### config.mk
export PLATFORM = sky130hd
export DESIGN_NAME = fir_tone_analyzer
export DESIGN_NICKNAME = d
export VERILOG_FILES = /design/src/rtl/fir_pkg.sv /design/src/rtl/sample_strobe_gen.sv /design/src/rtl/fir_tone_analyzer.sv
export SDC_FILE = /design/constraint.sdc
export NUM_CORES = 1
export LEC_CHECK = 0
export CAP_MARGIN = 10
export CORE_ASPECT_RATIO = 1.5
export CORE_MARGIN = 2
export CORE_UTILIZATION = 55
export CTS_CLUSTER_DIAMETER = 150
export DETAILED_ROUTE_END_ITERATION = 16
export PLACE_DENSITY = 0.85
export SLEW_MARGIN = 20
export SYNTH_ARGS = -nofsm -noshare
export SYNTH_HDL_FRONTEND = slang
export SYNTH_SLANG_ARGS = --single-unit
### constraint.sdc
create_clock -name clk -period 5.4 [get_ports clk]
set_input_delay 1.62 -clock clk [delete_from_list [all_inputs] [get_ports clk]]
set_output_delay 1.62 -clock clk [all_outputs]
set_load 0.01 [all_outputs]
### src/rtl/fir_pkg.sv
// -----------------------------------------------------------------------------
// fir_pkg
//   Shared definitions for the FIR receive-side blocks: default sample width,
//   default source hold period and the tone analyzer state encoding.
// -----------------------------------------------------------------------------
package fir_pkg;

  localparam int DATA_W_DEF = 32;  // FIR o_data width
  localparam int HOLD_DEF   = 5;   // clocks per source sample

  typedef enum logic [1:0] {
    ST_IDLE = 2'd0,  // disabled, nothing tracked
    ST_SEEK = 2'd1,  // waiting for the first rising crossing
    ST_MEAS = 2'd2   // measuring between consecutive crossings
  } state_e;

endpackage : fir_pkg

### src/rtl/sample_strobe_gen.sv
// -----------------------------------------------------------------------------
// sample_strobe_gen
//   Divides the system clock down to the source sample rate. The counter runs
//   0..HOLD-1 while enabled and strobe is high in the cycle where it sits at
//   HOLD-1 (it wraps to 0 on that same edge).
// Ports
//   clk     in   system clock, rising edge
//   reset   in   asynchronous active-low reset
//   enable  in   run enable; low holds the counter at 0
//   strobe  out  one-clock pulse, once every HOLD clocks
// -----------------------------------------------------------------------------
module sample_strobe_gen #(
  parameter int HOLD = fir_pkg::HOLD_DEF
) (
  input  logic clk,
  input  logic reset,
  input  logic enable,
  output logic strobe
);

  localparam int CNT_W = (HOLD > 1) ? $clog2(HOLD) : 1;
  localparam logic [CNT_W-1:0] CNT_LAST = CNT_W'(HOLD - 1);

  logic [CNT_W-1:0] scnt_q, scnt_d;

  assign strobe = enable && (scnt_q == CNT_LAST);

  always_comb begin
    // NOTE: next-state comes from a default-first always_comb so every path
    // assigns scnt_d and no latch can be inferred.
    scnt_d = '0;
    if (enable && (scnt_q != CNT_LAST)) begin
      scnt_d = scnt_q + 1'b1;
    end
  end

  always_ff @(posedge clk or negedge reset) begin
    // NOTE: state flops use non-blocking assignments so every flop samples
    // pre-edge values regardless of process ordering.
    if (!reset) scnt_q <= '0;
    else        scnt_q <= scnt_d;
  end

endmodule : sample_strobe_gen

### src/rtl/fir_tone_analyzer.sv
// -----------------------------------------------------------------------------
// fir_tone_analyzer
//   Receive-side monitor for the FIR output stream. Decimates i_data to one
//   sample per source hold period, detects rising zero crossings with
//   hysteresis and, per tone cycle, reports period (samples), peak and trough.
// Ports
//   clk          in   system clock, rising edge
//   reset        in   asynchronous active-low reset
//   enable_buff  in   run enable; low = idle, clears lock/overflow
//   i_data       in   signed FIR output sample
//   o_period     out  samples between the last two rising crossings
//   o_peak       out  signed max over the last complete cycle
//   o_trough     out  signed min over the last complete cycle
//   o_valid      out  one-clock pulse when period/peak/trough update
//   o_lock       out  two consecutive equal non-zero periods
//   o_overflow   out  sticky: period counter saturated
// -----------------------------------------------------------------------------
module fir_tone_analyzer
  import fir_pkg::*;
#(
  parameter int                       DATA_W = DATA_W_DEF,
  parameter int                       HOLD   = HOLD_DEF,
  parameter int                       PER_W  = 8,
  parameter logic signed [DATA_W-1:0] HYST   = DATA_W'(256)
) (
  input  logic              clk,
  input  logic              reset,
  input  logic              enable_buff,
  input  logic [DATA_W-1:0] i_data,
  output logic [PER_W-1:0]  o_period,
  output logic [DATA_W-1:0] o_peak,
  output logic [DATA_W-1:0] o_trough,
  output logic              o_valid,
  output logic              o_lock,
  output logic              o_overflow
);

  localparam logic [PER_W-1:0] PCNT_MAX = '1;

  logic strobe;

  sample_strobe_gen #(.HOLD(HOLD)) u_strobe (
    .clk    (clk),
    .reset  (reset),
    .enable (enable_buff),
    .strobe (strobe)
  );

  state_e                    state_q, state_d;
  logic                      arm_q, arm_d;
  logic [PER_W-1:0]          pcnt_q, pcnt_d;
  logic signed [DATA_W-1:0]  acc_max_q, acc_max_d;
  logic signed [DATA_W-1:0]  acc_min_q, acc_min_d;
  logic [PER_W-1:0]          period_q, period_d;
  logic signed [DATA_W-1:0]  peak_q, peak_d;
  logic signed [DATA_W-1:0]  trough_q, trough_d;
  logic                      valid_q, valid_d;
  logic                      lock_q, lock_d;
  logic                      ovf_q, ovf_d;

  logic signed [DATA_W-1:0]  sample;
  logic                      crossing;

  assign sample   = $signed(i_data);
  // A sample of exactly zero while armed is a crossing.
  assign crossing = strobe && arm_q && (sample >= 0);

  always_comb begin
    state_d   = state_q;
    arm_d     = arm_q;
    pcnt_d    = pcnt_q;
    acc_max_d = acc_max_q;
    acc_min_d = acc_min_q;
    period_d  = period_q;
    peak_d    = peak_q;
    trough_d  = trough_q;
    valid_d   = 1'b0;
    lock_d    = lock_q;
    ovf_d     = ovf_q;

    // Hysteresis: only a deep negative excursion re-arms detection.
    if (crossing)                      arm_d = 1'b0;
    else if (strobe && sample < -HYST) arm_d = 1'b1;

    if (!enable_buff) begin
      // Disable wins over a coincident crossing; results are held.
      state_d = ST_IDLE;
      lock_d  = 1'b0;
      ovf_d   = 1'b0;
    end else begin
      unique case (state_q)
        ST_IDLE: state_d = ST_SEEK;
        ST_SEEK: begin
          if (crossing) begin
            state_d   = ST_MEAS;
            pcnt_d    = PER_W'(1);
            acc_max_d = sample;
            acc_min_d = sample;
          end
        end
        ST_MEAS: begin
          if (crossing) begin
            period_d  = pcnt_q;
            peak_d    = acc_max_q;
            trough_d  = acc_min_q;
            valid_d   = 1'b1;
            lock_d    = (pcnt_q == period_q) && (pcnt_q != '0);
            // The crossing sample opens the next cycle.
            pcnt_d    = PER_W'(1);
            acc_max_d = sample;
            acc_min_d = sample;
          end else if (strobe) begin
            if (pcnt_q == PCNT_MAX) begin
              // Tone too slow to measure: drop it and look for a fresh crossing.
              ovf_d   = 1'b1;
              lock_d  = 1'b0;
              state_d = ST_SEEK;
            end else begin
              pcnt_d = pcnt_q + 1'b1;
              if (sample > acc_max_q) acc_max_d = sample;
              if (sample < acc_min_q) acc_min_d = sample;
            end
          end
        end
        default: state_d = ST_IDLE;
      endcase
    end
  end

  always_ff @(posedge clk or negedge reset) begin
    // NOTE: the accumulators are plain registers, not memories, so they are
    // reset along with everything else; a mid-cycle reset leaves nothing stale.
    if (!reset) begin
      state_q   <= ST_IDLE;
      arm_q     <= 1'b0;
      pcnt_q    <= '0;
      acc_max_q <= '0;
      acc_min_q <= '0;
      period_q  <= '0;
      peak_q    <= '0;
      trough_q  <= '0;
      valid_q   <= 1'b0;
      lock_q    <= 1'b0;
      ovf_q     <= 1'b0;
    end else begin
      state_q   <= state_d;
      arm_q     <= arm_d;
      pcnt_q    <= pcnt_d;
      acc_max_q <= acc_max_d;
      acc_min_q <= acc_min_d;
      period_q  <= period_d;
      peak_q    <= peak_d;
      trough_q  <= trough_d;
      valid_q   <= valid_d;
      lock_q    <= lock_d;
      ovf_q     <= ovf_d;
    end
  end

  assign o_period   = period_q;
  assign o_peak     = peak_q;
  assign o_trough   = trough_q;
  assign o_valid    = valid_q;
  assign o_lock     = lock_q;
  assign o_overflow = ovf_q;

endmodule : fir_tone_analyzer
**After elaboration in Yosys (flattened, before gate mapping)**

Cells that the tools add are included.

- Reduce and logical (&&, ||, !) cells: 17
- Eq/ne operators: 21
- Muxes and demuxes: 38
- Magnitude comparators: 4
- Add/sub/neg operators: 2

Operator list:

| cell | number |
|---|---|
| 32-bit 2-to-1 mux | 9 |
| 32-bit one-hot mux with 2 select lines | 2 |
| 32-bit by 1-bit greater-or-equal comparator with 1-bit output, second input constant | 1 |
| 32-bit greater-than comparator | 1 |
| 32-bit < comparator | 1 |
| 32-bit by 9-bit < comparator with 1-bit output, second input constant | 1 |
| 8-bit 2-to-1 mux | 4 |
| 3-bit inequality test, second input constant | 9 |
| 8-bit one-hot mux with 2 select lines | 1 |
| 1-bit 2-to-1 mux | 15 |
| 6-bit AND reduction | 2 |
| 2-bit 2-to-1 mux | 5 |
| 8-bit by 1-bit adder with 8-bit output, second input constant | 1 |
| 8-bit equality test | 1 |
| 8-bit equality test, second input constant | 1 |
| 4-bit AND reduction | 2 |
| 8-bit nonzero test | 1 |
| 1-bit logical AND | 6 |
| 2-bit by 1-bit inequality test with 1-bit output, second input constant | 3 |
| 3-bit by 1-bit inequality test with 1-bit output, second input constant | 2 |
| 2-bit one-hot mux with 3 select lines | 1 |
| 3-bit AND reduction | 2 |
| 5-bit AND reduction | 1 |
| 2-bit inequality test, second input constant | 2 |
| other kinds (7) | 8 |

- Bits in registers: 153
- Logic and storage cells: 94

**Logic depth before layout (Yosys ltp)**

Gate-level depths: netlist (run 1).

- Word-level depth: 7
- Gate-level depth with buffers: 11

**By module**

From an unflattened synthesis (run 1), not the netlist that was laid out.

- Cells, all modules: 643
- Area total of the unflattened synthesis: 7,787.5 µm²

By module, submodules not included:

| module | cells an instance | times used | seq. area each (µm²) | area each (µm²) |
|---|---|---|---|---|
| fir_tone_analyzer | 628 | 1 | 3,753.6 | 7,636.1 |
| sample_strobe_gen | 15 | 1 | 75.1 | 151.4 |

**Least setup slack after synthesis (run 1)**

Ideal clock, no wire load.

- Kind: input-to-reg
- From: input i_data[29]
- To: register acc_max_q[0]
- Setup time: 0.125 ns
- Data required time: 5.275 ns
- Arrival time: 3.688 ns
- Cell stages on the path: 10
- Setup slack: 1.587 ns
- Cells stage by stage: ha_1 a21o_1 a2111o_1 a221oi_1 o21ai_0 o21ai_1 and2_1 clkbuf_2 buf_6 mux2_2

- Cells in the longest elaborated chain, start to end: 4
- Elaborated cells between the ends (all ways): 10
- Those cells by class: order compare: 2; eq/ne: 4; mux: 2; reduce/logical: 2

RTL lines:

| what | line | text |
|---|---|---|
| start, declared | fir_tone_analyzer.sv:29 | `input logic [DATA_W-1:0] i_data,` |
| 32-bit by 1-bit greater-or-equal comparator with 1-bit output | fir_tone_analyzer.sv:66 | `assign crossing = strobe && arm_q && (sample >= 0);` |
| 1-bit logical AND | fir_tone_analyzer.sv:66 |  |
| 3-bit inequality test (no line) (tied with other cells) | -- |  |
| 6-bit AND reduction (no line) / 32-bit one-hot mux with 2 select lines (equally long branches) | -- |  |
| end signal, assigned | fir_tone_analyzer.sv:149 | `acc_max_q <= acc_max_d;` |
| end, declared | fir_tone_analyzer.sv:52 | `logic signed [DATA_W-1:0] acc_max_q, acc_max_d;` |

Several ways; a longest one is shown, not always the timed one.
A chain may end at the register's enable or synchronous reset.

**Final worst setup path (run 1)**

- From: input i_data[7]
- To: register acc_max_q[13]

Same word-level chain as after synthesis.

==> results of run 1 <==
## report_power, final
group,internal (W),switching (W)
registers,0.00118,0.0000279
logic,0.000123,0.000152
clock network,0.000786,0.000470
## kinds of logic (layout without fill, tap and decap cells)
kind of cell | count (synthesis) | count (layout) | synth area share (%)
buffers and inverters | 101 | 224 | 5.51
adders and majority gates | 67 | 67 | 10.9
DFF | 153 | 153 | 49.6
AOI/OAI and AO/OA | 144 | 144 | 10.8
muxes | 70 | 70 | 11.6
xor gates and xnor gates | 8 | 8 | 0.908
and+or+nand+nor | 180 | 180 | 10.7
## worst paths after layout
kind / startpoint / to / slack [ns] / cells after the start
worst max-delay path: i_data[7] / acc_max_q[13] / 0.98 / 10
worst min-delay path: o_peak[12] / o_peak[12] / 0.48 / 2
worst max register to register: acc_min_q[19] / acc_min_q[8] / 2.34 / 10
worst min register to register: o_peak[12] / o_peak[12] / 0.48 / 2
max in group asynchronous: reset / acc_min_q[28] / 3.16 / 2
min in group asynchronous: reset / o_trough[5] / 1.26 / 1
## sequential cells by signal (all words and copies together), names as in the netlist, 2 cells and up
name	flops
state_q	2
o_trough	32
o_peak	32
acc_max_q	32
o_period	8
pcnt_q	8
u_strobe.scnt_q	3
acc_min_q	32
## worst max-delay path: stages
cell             delay, ns
clkdlybuf4s50_1       0.50
ha_1                  0.37
a21oi_1               0.17
o21ai_0               0.24
a221o_1               0.40
o31a_1                0.32
o21ai_1               0.21
and2_1                0.20
buf_4                 0.30
mux2_2                0.38
## placed cells by master (no fill, tap or decap), drive strengths merged, types with 4 or more instances in the layout
cell,Yosys,final
bufinv,0,4
inv,75,75
clkbuf,19,21
nor3,5,5
buf,7,9
nor4,5,5
nand3,14,14
xnor2,5,5
nand4,18,18
nand2,96,96
a21oi,29,29
o21ai,86,86
and3,6,6
mux2,67,67
dfrtp,153,153
clkdlybuf4s50,0,108
clkinv,0,5
ha,67,67
nor2,26,26
## layer usage
layer  track usage, %  wire (um)  vias up
li1                 -          -     2721
met1             29.9       7130     2818
met2             43.1       9410      177
met3             5.15        757       48
met4             11.8        719        0
met5                0          0        -
## area by class of cell
cell class	instances	area [um^2]
Fill cell	948	4280
Sequential cell	153	3830
Multi-Input combinational cell	469	3470
Timing Repair Buffer	117	1160
Clock buffer	21	450
Inverter	75	282
Tap cell	165	206
Clock inverter	11	171
## stage by stage
| stage | setup WS (ns) | hold slack (ns) | instances | cell area [um^2] | utilization [%] |
|---|---|---|---|---|---|
| after floorplan | 1.59 | 0.457 | 723 | 7720 | - |
| after global placement | 0.719 | 0.461 | 979 | 8950 | 64.6 |
| after detailed placement | 0.595 | 0.469 | 979 | 8950 | 64.6 |
| after CTS | 1.03 | 0.482 | 1011 | 9580 | 69.1 |
| after global routing | 0.836 | 0.491 | 1011 | 9580 | 69.1 |
| final | 0.978 | 0.477 | 1011 | 9580 | 69.1 |
==> results.sh, run 1 <==
export IMPL_core_mm2=0.0139
export IMPL_vias=5764
export IMPL_relSlewSlack_pct=47.9
export IMPL_slew_viol_final=0
export IMPL_setup_violations=0
export IMPL_drc=0
export IMPL_rows=53
export IMPL_area_growth_pct=24.1
export IMPL_ys_ff_latch=153
export IMPL_drive_gt1_share_pct=13.6
export IMPL_start_util_pct=55.7
export IMPL_antenna_found_initial=0
export IMPL_end_kind="flip-flop"
export IMPL_async_reset_ff_share_pct=100
export IMPL_yosys_warnings=0
export IMPL_ys_seq_area_share_pct=49.6
export IMPL_dp_hpwl_um=12700
export IMPL_cts_tree="done"
export IMPL_cts_setup_buffers=0
export IMPL_p_leak_nw=4.32
export IMPL_avgSynthCellArea_um2=10.7
export IMPL_syn_inst=723
export IMPL_tns_ns=0
export IMPL_ctsHoldBuffers=0
export IMPL_vias_per_cell=5.70
export IMPL_synth_common_cells="153 x dfrtp_1, 96 x nand2_1, 85 x o21ai_0"
export IMPL_powerDensity_mw_per_mm2=286
export IMPL_overflow=0
export IMPL_cts_resized=0
export IMPL_yosys_cell_types_count=49
export IMPL_die_area_mm2=0.0150
export IMPL_worst_slew_pin_slew_ns=0.781
export IMPL_die_y_um=149
export IMPL_grt_max_degree=87
export IMPL_drv_cap=0
export IMPL_ioPinCount=110
export IMPL_synth_top_area_cell="dfrtp_1"
export IMPL_first_global_vias=5845
export IMPL_synth_nets=825
export IMPL_antenna_cells=0
export IMPL_clk_latency_ns=0.42
export IMPL_crit_arrival_ns=4.72
export IMPL_cts_sinks=153
export IMPL_rsz0062_at_grt="false"
export IMPL_nNetsFinal=935
export IMPL_totalWireLength_um=18000
export IMPL_path_clk_slew_ns=0.06
export IMPL_grt_pass1_wl_um=29100
export IMPL_postRouteAntennaNets=0
export IMPL_crit_path_start_kind="primary input"
export IMPL_status="finished, final reports clean"
export IMPL_min_period_ns=4.42
export IMPL_synth_area_mm2=0.00772
export IMPL_skew_ns=0.0110
export IMPL_numCtsBuffers=17
export IMPL_cts_buffer_depth=2
export IMPL_io_buffers=109
export IMPL_synth_most_common_cell="dfrtp_1"
export IMPL_min_path_type="flip-flop to flip-flop"
export IMPL_total_power_w=0.00274
export IMPL_timing_final_crit_share_pct=81.9
export IMPL_synthFlopType="dfrtp_1"
export IMPL_finalHoldViolCount=0
export IMPL_dr_pass1_iters=4
export IMPL_synth_top_area_share_pct=49.6
export IMPL_gp_congestion=0.864
export IMPL_synthTopCellsByArea="dfrtp_1 50%, ha_1 11%, mux2_4 5.8%, o21ai_0 5.5%, mux2_2 5.4%"
export IMPL_h_tree_depth=4
export IMPL_routedWlPerCell_um=17.8
export IMPL_worstSetupPathType="primary input to flip-flop"
export IMPL_track_usage_pct=25.1
export IMPL_die_w_um=101
export IMPL_synth_edff_count=0
export IMPL_ir_worst_vdd_v=0.000187
export IMPL_cp_required_ns=5.70
export IMPL_drt_iter0_markers=196
export IMPL_root_buffer="clkbuf_16"
export IMPL_max_freq_mhz=226
export IMPL_cp_max_fo=18
(Power assumes the default switching activity.)
==> inputs of run 2 (changes only) <==
- clock period: 5.4 -> 4.5 ns (I/O delays scaled with it)
==> results.sh, run 2 (synthesis gave the netlist of run 1 again) <==
export IMPL_end_kind="flip-flop"
export IMPL_grt_max_degree=77
export IMPL_drive_gt1_share_pct=14.1
export IMPL_start_util_pct=55.7
export IMPL_multi_input_area_mm2=0.00347
export IMPL_layout_common_cells="153 x dfrtp_1, 108 x clkdlybuf4s50_1, 95 x nand2_1"
export IMPL_routedWlPerCell_um=17.1
export IMPL_total_power_w=0.00320
export IMPL_min_period_ns=4.10
export IMPL_powerDensity_mw_per_mm2=333
export IMPL_layout_setup_ws_ns=0.398
export IMPL_cts_sinks=153
export IMPL_ir_worst_vdd_v=0.000237
export IMPL_die_y_um=149
export IMPL_tns_ns=0
export IMPL_fillers=946
export IMPL_cts_buffer_depth=2
export IMPL_grt_use_met3_pct=5.11
export IMPL_first_global_vias=5725
export IMPL_overflow=0
export IMPL_ctsHoldBuffers=0
export IMPL_vias=5728
export IMPL_cts_tree="done"
export IMPL_cp_max_fo=10
export IMPL_worstSetupPathType="primary input to flip-flop"
export IMPL_antenna_cells=0
export IMPL_cp_required_ns=4.80
export IMPL_setup_violations=0
export IMPL_cts_resized=0
export IMPL_dr_pass1_iters=5
export IMPL_finalHoldViolCount=0
export IMPL_antenna_found_initial=0
export IMPL_dp_hpwl_um=12600
export IMPL_path_clk_slew_ns=0.06
export IMPL_crit_arrival_ns=4.40
export IMPL_postRouteAntennaNets=0
export IMPL_met2_usage_pct=41.7
export IMPL_drt_iter0_markers=234
export IMPL_io_buffers=109
export IMPL_h_tree_depth=4
export IMPL_track_usage_pct=24.3
export IMPL_vias_per_cell=5.65
export IMPL_crit_path_start_kind="primary input"
export IMPL_dpl_worst_slack_ns=0.0500
export IMPL_top_usage_layer="met2"
export IMPL_gp_congestion=0.809
export IMPL_status="finished, final reports clean"
export IMPL_relSlewSlack_pct=51.3
export IMPL_final_common_cell="dfrtp_1"
export IMPL_rows=53
export IMPL_timing_final_crit_share_pct=91.1
export IMPL_skew_ns=0.00960
export IMPL_core_mm2=0.0139
export IMPL_totalWireLength_um=17400
export IMPL_cts_setup_buffers=0
export IMPL_p_leak_nw=4.33
export IMPL_max_freq_mhz=244
export IMPL_clk_latency_ns=0.43
export IMPL_nNetsFinal=939
export IMPL_drc=0
export IMPL_min_path_type="flip-flop to flip-flop"
export IMPL_root_buffer="clkbuf_16"
export IMPL_grt_pass1_wl_um=28100
export IMPL_die_w_um=101
export IMPL_met1_usage_pct=29.1
export IMPL_area_growth_pct=24.3
export IMPL_numCtsBuffers=17
export IMPL_regArea_mm2=0.00383
export IMPL_ioPinCount=110
export IMPL_worst_slew_pin_slew_ns=0.724
export IMPL_die_area_mm2=0.0150
export IMPL_rsz0062_at_grt="false"
export IMPL_drv_cap=0
export IMPL_slew_viol_final=0
## run 2: worst max-delay path: stages
cell             delay (ns)
clkdlybuf4s50_1        0.48
buf_4                  0.19
ha_1                   0.29
nand4_1                0.18
nor4_1                 0.66
nand2_1                0.11
and3_1                 0.21
o21ai_1                0.11
and2_1                 0.22
buf_4                  0.23
mux2_2                 0.37
## run 2: power breakdown
part | leakage (nW) | total (W) | switching (W) | internal, W
Clock | 0.281 | 0.00142 | 0.000556 | 0.000864
Combinational | 1.93 | 0.000325 | 0.000175 | 0.000149
Sequential | 2.13 | 0.00145 | 0.0000326 | 0.00142
## run 2: worst paths after layout
check | start | to | slack [ns] | cells past startpoint
max in group asynchronous | reset | acc_min_q[28] | 2.72 | 2
hold reg to reg | o_trough[9] | o_trough[9] | 0.48 | 2
min in group asynchronous | reset | o_trough[6] | 0.93 | 1
setup / recovery | i_data[30] | acc_max_q[1] | 0.40 | 11
hold / removal | o_trough[9] | o_trough[9] | 0.48 | 2
setup reg to reg | acc_max_q[19] | acc_max_q[1] | 1.54 | 10
## run 2: metrics by stage
stage | instance area [um^2] | instances | utilization (%) | hold WS, ns
2_1_floorplan | 7720 | 723 | - | 0.457
3_3_place_gp | 9010 | 983 | 65.0 | 0.460
3_5_place_dp | 9010 | 983 | 65.0 | 0.469
4_1_cts | 9590 | 1014 | 69.2 | 0.482
5_1_grt | 9590 | 1014 | 69.2 | 0.500
6_report | 9590 | 1014 | 69.2 | 0.478
## run 2: metal layers
| layer | part of all wire [%] | vias up | wire length (um) |
|---|---|---|---|
| met5 | 0 | - | 0 |
| li1 | - | 2722 | - |
| met4 | 3.1 | 0 | 531 |
| met2 | 53 | 163 | 9260 |
| met1 | 40 | 2799 | 6970 |
| met3 | 3.6 | 44 | 629 |
## run 2: cell type report
| type | count | share of cell area, % |
|---|---|---|
| Timing Repair Buffer | 121 | 12.7 |
| Multi-Input combinational cell | 469 | 36.2 |
| Sequential cell | 153 | 39.9 |
| Clock inverter | 13 | 1.62 |
| Clock buffer | 18 | 4.47 |
| Tap cell | 165 | 2.15 |
| Inverter | 75 | 2.93 |
